## src/rtl/nybble_pkg.sv

```systemverilog
// Shared opcode numbering, fetch FSM encoding and operand-size lookup for
// the nybbleForth front end.
package nybble_pkg;

  localparam logic [3:0] OP_NOOP    = 4'd0;
  localparam logic [3:0] OP_CALL    = 4'd1;
  localparam logic [3:0] OP_EXIT    = 4'd2;
  localparam logic [3:0] OP_0BRANCH = 4'd3;
  localparam logic [3:0] OP_STORE   = 4'd4;
  localparam logic [3:0] OP_FETCH   = 4'd5;
  localparam logic [3:0] OP_LIT     = 4'd6;
  localparam logic [3:0] OP_ADD     = 4'd7;
  localparam logic [3:0] OP_NAND    = 4'd8;
  localparam logic [3:0] OP_TOR     = 4'd9;
  localparam logic [3:0] OP_RFROM   = 4'd10;

  typedef enum logic [2:0] {
    ST_IFETCH = 3'd0,
    ST_ICAP   = 3'd1,
    ST_DECODE = 3'd2,
    ST_ARD    = 3'd3,
    ST_ACAP   = 3'd4,
    ST_OUT    = 3'd5
  } fetch_state_t;

  // Number of inline operand bytes that follow the opcode's byte.
  function automatic logic [1:0] arg_bytes(input logic [3:0] opcode);
    case (opcode)
      OP_CALL, OP_LIT: arg_bytes = 2'd2;
      OP_0BRANCH:      arg_bytes = 2'd1;
      default:         arg_bytes = 2'd0;
    endcase
  endfunction

endpackage

```

## src/rtl/nybble_fetch.sv

```systemverilog
// Instruction fetch for the nybbleForth core: splits each memory byte into two
// opcodes, gathers inline operands and presents one instruction at a time.
module nybble_fetch
  import nybble_pkg::*;
#(
  parameter logic [15:0] RESET_PC = 16'h0000,
  parameter int          MEM_AW   = 12
) (
  input  logic              clock,
  input  logic              reset,
  output logic              mem_rd,
  output logic [MEM_AW-1:0] mem_addr,
  input  logic [7:0]        mem_rdata,
  output logic              op_valid,
  input  logic              op_ready,
  output logic [3:0]        op_code,
  output logic [15:0]       op_arg,
  output logic [15:0]       op_pc,
  output logic [15:0]       op_next_pc,
  input  logic              redirect,
  input  logic [15:0]       redirect_pc
);

  fetch_state_t        state, state_n;
  logic [15:0]         pc, pc_n;
  logic [15:0]         ibuf_pc;
  logic [7:0]          ibuf;
  logic [7:0]          arg_lo;
  logic [1:0]          argcnt;
  logic                nib_sel;
  logic [3:0]          opc;
  logic                accept;
  logic                last_arg;
  logic signed [15:0]  boff;

  assign opc      = nib_sel ? ibuf[3:0] : ibuf[7:4];
  assign accept   = op_valid & op_ready;
  assign last_arg = (argcnt == 2'd1);
  assign boff     = {{8{mem_rdata[7]}}, mem_rdata};

  always_comb begin
    state_n = state;
    pc_n    = pc;
    case (state)
      // The first IFETCH after reset only arms the registered read strobe.
      ST_IFETCH: if (mem_rd) begin
        state_n = ST_ICAP;
        pc_n    = pc + 16'd1;
      end
      ST_ICAP:   state_n = ST_DECODE;
      ST_DECODE: state_n = (arg_bytes(opc) != 2'd0) ? ST_ARD : ST_OUT;
      ST_ARD: begin
        state_n = ST_ACAP;
        pc_n    = pc + 16'd1;
      end
      ST_ACAP:   state_n = last_arg ? ST_OUT : ST_ARD;
      ST_OUT:    if (accept) state_n = nib_sel ? ST_IFETCH : ST_DECODE;
      default:   state_n = ST_IFETCH;
    endcase
    if (redirect) begin
      state_n = ST_IFETCH;
      pc_n    = redirect_pc;
    end
  end

  // Control and registered outputs
  always_ff @(posedge clock) begin
    if (reset) begin
      state      <= ST_IFETCH;
      pc         <= RESET_PC;
      nib_sel    <= 1'b0;
      mem_rd     <= 1'b0;
      mem_addr   <= '0;
      op_valid   <= 1'b0;
      op_code    <= 4'd0;
      op_arg     <= 16'd0;
      op_pc      <= 16'd0;
      op_next_pc <= 16'd0;
    end else begin
      state    <= state_n;
      pc       <= pc_n;
      mem_rd   <= (state_n == ST_IFETCH) || (state_n == ST_ARD);
      mem_addr <= pc_n[MEM_AW-1:0];
      op_valid <= (state_n == ST_OUT);

      if (redirect || state == ST_ICAP)
        nib_sel <= 1'b0;
      else if (state == ST_OUT && accept && !nib_sel)
        nib_sel <= 1'b1;

      if (state == ST_DECODE) begin
        op_code    <= opc;
        op_pc      <= ibuf_pc;
        op_arg     <= 16'd0;
        op_next_pc <= pc;
      end

      // pc already points past the final operand byte here.
      if (state == ST_ACAP && last_arg) begin
        op_next_pc <= pc;
        if (op_code == OP_0BRANCH)
          op_arg <= pc + $unsigned(boff);
        else
          op_arg <= {mem_rdata, arg_lo};
      end
    end
  end

  // Fetch datapath
  always_ff @(posedge clock) begin
    if (state == ST_IFETCH) ibuf_pc <= pc;
    if (state == ST_ICAP)   ibuf    <= mem_rdata;
    if (state == ST_DECODE) argcnt  <= arg_bytes(opc);
    if (state == ST_ACAP) begin
      argcnt <= argcnt - 2'd1;
      arg_lo <= mem_rdata;
    end
  end

endmodule

```

## config.mk

```make
export PLATFORM = sky130hd
export DESIGN_NAME = nybble_fetch
export DESIGN_NICKNAME = d
export VERILOG_FILES = /design/src/rtl/nybble_pkg.sv /design/src/rtl/nybble_fetch.sv
export SDC_FILE = /design/constraint.sdc
export NUM_CORES = 1
export LEC_CHECK = 0
export ABC_AREA = 0
export BUFFER_PORTS_ARGS = -buffer_cell sky130_fd_sc_hd__buf_2
export CORE_AREA = 2 2 100 102
export DETAILED_ROUTE_END_ITERATION = 8
export DIE_AREA = 0 0 102 104
export PLACE_DENSITY = 0.88
export SLEW_MARGIN = 20
export SYNTH_ARGS = -nofsm -noshare
export SYNTH_HDL_FRONTEND = slang
export SYNTH_SLANG_ARGS = --single-unit
```

## constraint.sdc

```tcl
create_clock -name clock -period 2.75 [get_ports clock]
set_clock_uncertainty 0.15 [all_clocks]
set_input_delay 0.275 -clock clock [delete_from_list [all_inputs] [get_ports clock]]
set_output_delay 0.275 -clock clock [all_outputs]
set_load 0.01 [all_outputs]
```

== After elaboration in Yosys (flattened, before gate mapping) ==
Cells that the tools add are included.

* Add/subtract/negate cells: 3
* Bitwise operators: 1
* Muxes and demuxes: 19
* Reduce and logical (&&, ||, !) cells: 15
* Equality and inequality tests: 13

{| class="wikitable"
|+ Operators with widths
! cell !! number
|-
| 2-to-1 mux 16 bit || 7
|-
| case mux 16 bit (2 select lines) || 1
|-
| case mux 3 bit (6 select lines) || 1
|-
| adder 16 x 1 -> 16 bit, second input constant || 1
|-
| adder 16 bit || 1
|-
| 2-to-1 mux 3 bit || 5
|-
| equality test 3 x 2 -> 1 bit, second input constant || 3
|-
| equality test 3 bit, second input constant || 3
|-
| equality test 4 x 2 -> 1 bit, second input constant || 2
|-
| zero test 3 bit || 2
|-
| 2-to-1 mux 2 bit || 3
|-
| nonzero test 2 bit || 3
|-
| equality test 4 x 1 -> 1 bit, second input constant || 1
|-
| equality test 4 x 3 -> 1 bit, second input constant || 1
|-
| 2-to-1 mux 4 bit || 1
|-
| case mux 2 bit (2 select lines) || 1
|-
| OR reduction 2 bit || 2
|-
| equality test 3 x 1 -> 1 bit, second input constant || 1
|-
| logical AND 1 bit || 3
|-
| != test 3 bit, second input constant || 1
|-
| nonzero test 3 bit || 1
|-
| equality test 2 x 1 -> 1 bit, second input constant || 1
|-
| logical OR 1 bit || 2
|-
| AND reduction 2 bit || 1
|-
| 3 further kinds || 3
|}

* Register bits: 108
* Logic and storage cells: 65
* Input port bits: 28
* Output and inout port bits: 66

== Depth between registers and ports, before layout ==
* Depth after elaboration: 11
* Mapped depth: 9

== Worst setup path before layout ==
No wires, ideal clock.

* Path kind: register to register
* Start: register pc[0]
* End: register op_arg[14]
* Period minus slack after synthesis: 2307 ps
* Setup time: 86 ps
* Slack: 443 ps
* Required time: 2514 ps
* Stages on the path, launching flop included: 10
* Arrival: 2070 ps
* Buffers on the path: 0
* Cells stage by stage: dfxtp_1 ha_1 inv_1 fa_1 nand2b_1 a211oi_2 o211ai_1 a41oi_2 xnor2_1 a221oi_2

* Word-level cells in the longest chain between the ends: 3

{| class="wikitable"
|+ RTL lines
! item !! RTL line !! RTL
|-
| start, declared || nybble_fetch.sv:25 || <nowiki>logic [15:0] pc, pc_n;</nowiki>
|-
| start signal, assigned || nybble_fetch.sv:81 || <nowiki>pc <= pc_n;</nowiki>
|-
| adder 16 bit || nybble_fetch.sv:102 || <nowiki>op_arg <= pc + $unsigned(boff);</nowiki>
|-
| 2-to-1 mux 16 bit || nybble_fetch.sv:101 || <nowiki>if (op_code == OP_0BRANCH)</nowiki>
|-
| 2-to-1 mux 16 bit || nybble_fetch.sv:99 || <nowiki>if (state == ST_ACAP && last_arg) begin</nowiki>
|-
| end signal, assigned || nybble_fetch.sv:102 ||
|-
| end signal, assigned || nybble_fetch.sv:104 || <nowiki>op_arg <= {mem_rdata, arg_lo};</nowiki>
|-
| end, declared || nybble_fetch.sv:17 || <nowiki>output logic [15:0] op_arg,</nowiki>
|}

No other way between the ends.
A chain may end at the register's enable or synchronous reset.

== Worst setup path in the final report ==
* Start: input port mem_rdata[0]
* End: register op_arg[14]

* Word-level cells in the longest chain between the ends: 3

{| class="wikitable"
|+ RTL lines
! item !! RTL line !! RTL
|-
| start, declared || nybble_fetch.sv:13 || <nowiki>input logic [7:0] mem_rdata,</nowiki>
|-
| adder 16 bit || nybble_fetch.sv:102 ||
|-
| 2-to-1 mux 16 bit || nybble_fetch.sv:101 ||
|-
| 2-to-1 mux 16 bit || nybble_fetch.sv:99 ||
|}

No other way between the ends.

==> results.yml <==
run_status:
  status: "finished, final reports clean"
yosys:
  yosys-top-cells-count: "nand2_1, dfxtp_1, a21oi_1"
  ys_seq_elements: 108
  synth_top_flop_cell: "dfxtp_1"
  ys_seq_area_share_pct: 48.33
  ys_async_sr_fraction_pct: 0
  synth.net_count: 598
  synthesis.area_per_instance_um2: 9.379
  syn_area_mm2: 0.005177
  yosysTopAreaCell: "dfxtp_1"
  netlist.area_leader.share_pct: 28.61
  yosysMostFrequentCell: "nand2_1"
  syn_inst: 552
  yosysWarnings: 0
  synth_cell_type_count: 62
  synth_area_leaders: "dfxtp_1, edfxtp_1, nand2_1, a21oi_1, ha_1"
  synth_edf_count: 34
sta:
  fmax_mhz: 384.0
  relSlewSlack_pct: 57.85
  finalCritPeriodShare_pct: 94.69
  tightest_slew_ps: 623.8
  finalMaxSlewViolations: 0
  period_needed_ps: 2604
  rsz0062_at_grt: "no"
  fin_setup_tns_ps: 0
  hold_viol_final: 0
  setup_viol: 0
global_route:
  grt_pass1_wl_um: 20850
  grt_max_degree: 54
  busiest_layer: "met2"
  grt_pass1_vias: 4200
  overflow: 0
  antenna_found_initial: 0
  grt_use_met3_pct: 5.376
  track_usage_pct: 25.21
  use_met2_pct: 40.74
  use_met1_pct: 33.75
final_layout:
  insertedDiodeCount: 0
  drive_gt1_share_pct: 22.15
  syn_to_final_growth_pct: 16.43
  nets: 691
  postLayoutCoreUtil_pct: 63.13
cts:
  clockBufferDepth: 2
  cts-root-buf: "clkbuf_8"
  clkSinkCount: 108
  htree_levels: 3
  cts_made_buffers: 9
  cts_tree: "yes"
  clkTransAtPathRegs_ps: 100
  clock_latency_ps: 380
  cts-resized-gates: 0
pwr:
  p_leak_nw: 2.419
  p_per_area_mw_per_mm2: 505.1
  ir_drop_mv: 0.2923
floorplan:
  die_h_um: 104
  die_w_um: 102
  start_util_pct: 54.22
  die-area_mm2: 0.01061
  core_area_mm2: 0.009549
  io_pins: 94
  rows: 36
drt:
  route.vias.total: 4387
  drtIter0Drc: 242
  drc: 0
  vias_per_cell: 5.603
  first_pass_iters: 5
  wl_per_cell_um: 16.48
  ant_nets: 0
  wl_um: 12900
min_path:
  min_path_type: "input port to flip-flop"
critical_path:
  crit_required_ps: 2890
  end_kind: "flip-flop"
  worstSetupPathType: "input port to flip-flop"
  start_kind: "input port"
  worst-path-max-fanout: 4
  crit_arrival_ps: 2750
placed_design:
  io_buffers: 93
  globalplace.congestion: 0.9389
  hpwl_um: 9481
run:
  cap_violations: 0
==> layer usage <==
| metal | share of wire [%] | routed length [um] |
|---|---|---|
| met5 | 0 | 0 |
| met4 | 1.6 | 209 |
| met3 | 5.8 | 742 |
| met2 | 49 | 6328 |
| met1 | 44 | 5622 |
==> stage by stage <==
step                      instances  cell area [um2]  setup WS, ps  total power [mW]  hold slack, ps
after global routing            783             6028         32.15             3.180           12.76
final                           783             6028         146.0             3.045           25.16
after CTS                       782             6018         170.6             3.050           1.118
after floorplan                 552             5177         443.5             2.032           223.9
after global placement          756             5736         389.5             2.134           288.5
after detailed placement        756             5736         284.6             2.146           294.6
==> sequential cells by signal, summed over array words and instances (netlist names) <==
| name | cells |
|---|---|
| op_valid | 1 |
| argcnt | 2 |
| op_arg | 16 |
| state | 3 |
| nib_sel | 1 |
| ibuf_pc | 16 |
| ibuf | 8 |
| op_pc | 16 |
| op_next_pc | 16 |
| mem_rd | 1 |
| pc | 16 |
| arg_lo | 8 |
| op_code | 4 |
==> path summary, 6_finish.rpt <==
check | cells after the start | to | startpoint | slack, ps
setup / recovery | 11 | op_arg[14] | mem_rdata[0] | 150
hold / removal | 3 | pc[9] | redirect_pc[9] | 30
setup reg to reg | 8 | op_arg[14] | pc[1] | 260
hold reg to reg | 2 | op_pc[7] | op_pc[7] | 310
==> repair_timing <==
action,in CTS,in global routing
endpoints found under the hold margin,13,2
hold buffers,10,1
setup buffers,0,0
==> critical path, cell delays in order <==
cell and delay [ps]:
dlygate4sd3_1 520, buf_2 130, ha_1 190, inv_1 70, fa_1 390, nand2b_1 190, a211oi_2 230, o211ai_1 140
a41oi_2 230, xnor2_1 100, a221oi_2 270
==> placed cells by master, fill, tap and decap left out, types with 6 or more instances in the layout <==
master,instances
nand2_1,93
ha_1,17
xor2_1,9
buf_4,18
a22oi_1,12
nor2_1,46
mux2i_1,11
clkbuf_8,10
dlygate4sd3_1,11
dfxtp_1,74
edfxtp_1,34
a21oi_1,60
o21ai_0,17
nand3_1,13
buf_2,93
nand2b_1,6
inv_1,10
nor3_1,13
xnor2_1,17
==> power breakdown <==
| group | switching (mW) | internal [mW] |
|---|---|---|
| sequential | 0.0470 | 1.70 |
| clock | 0.549 | 0.367 |
| combinational | 0.227 | 0.156 |
| total | 0.823 | 2.22 |
==> final cells by class <==
cell class	count	area, um2
timing repair buffer	122	710.7
inverter	11	41.29
multi-input combinational	393	2425
clock buffer	11	141.4
fill	814	3521
sequential	108	2502
tap	133	166.4
clock inverter	5	41.29
==> cells by family after synthesis <==
| group | synth area share (%) |
|---|---|
| muxes | 2.344 |
| adders and majority gates | 4.495 |
| xor gates and xnor gates | 4.398 |
| buffers and inverters | 4.978 |
| DFF | 48.33 |
| and+or+nand+nor | 17.98 |
| AOI/OAI and AO/OA | 17.47 |
(Power assumes the default switching activity.)
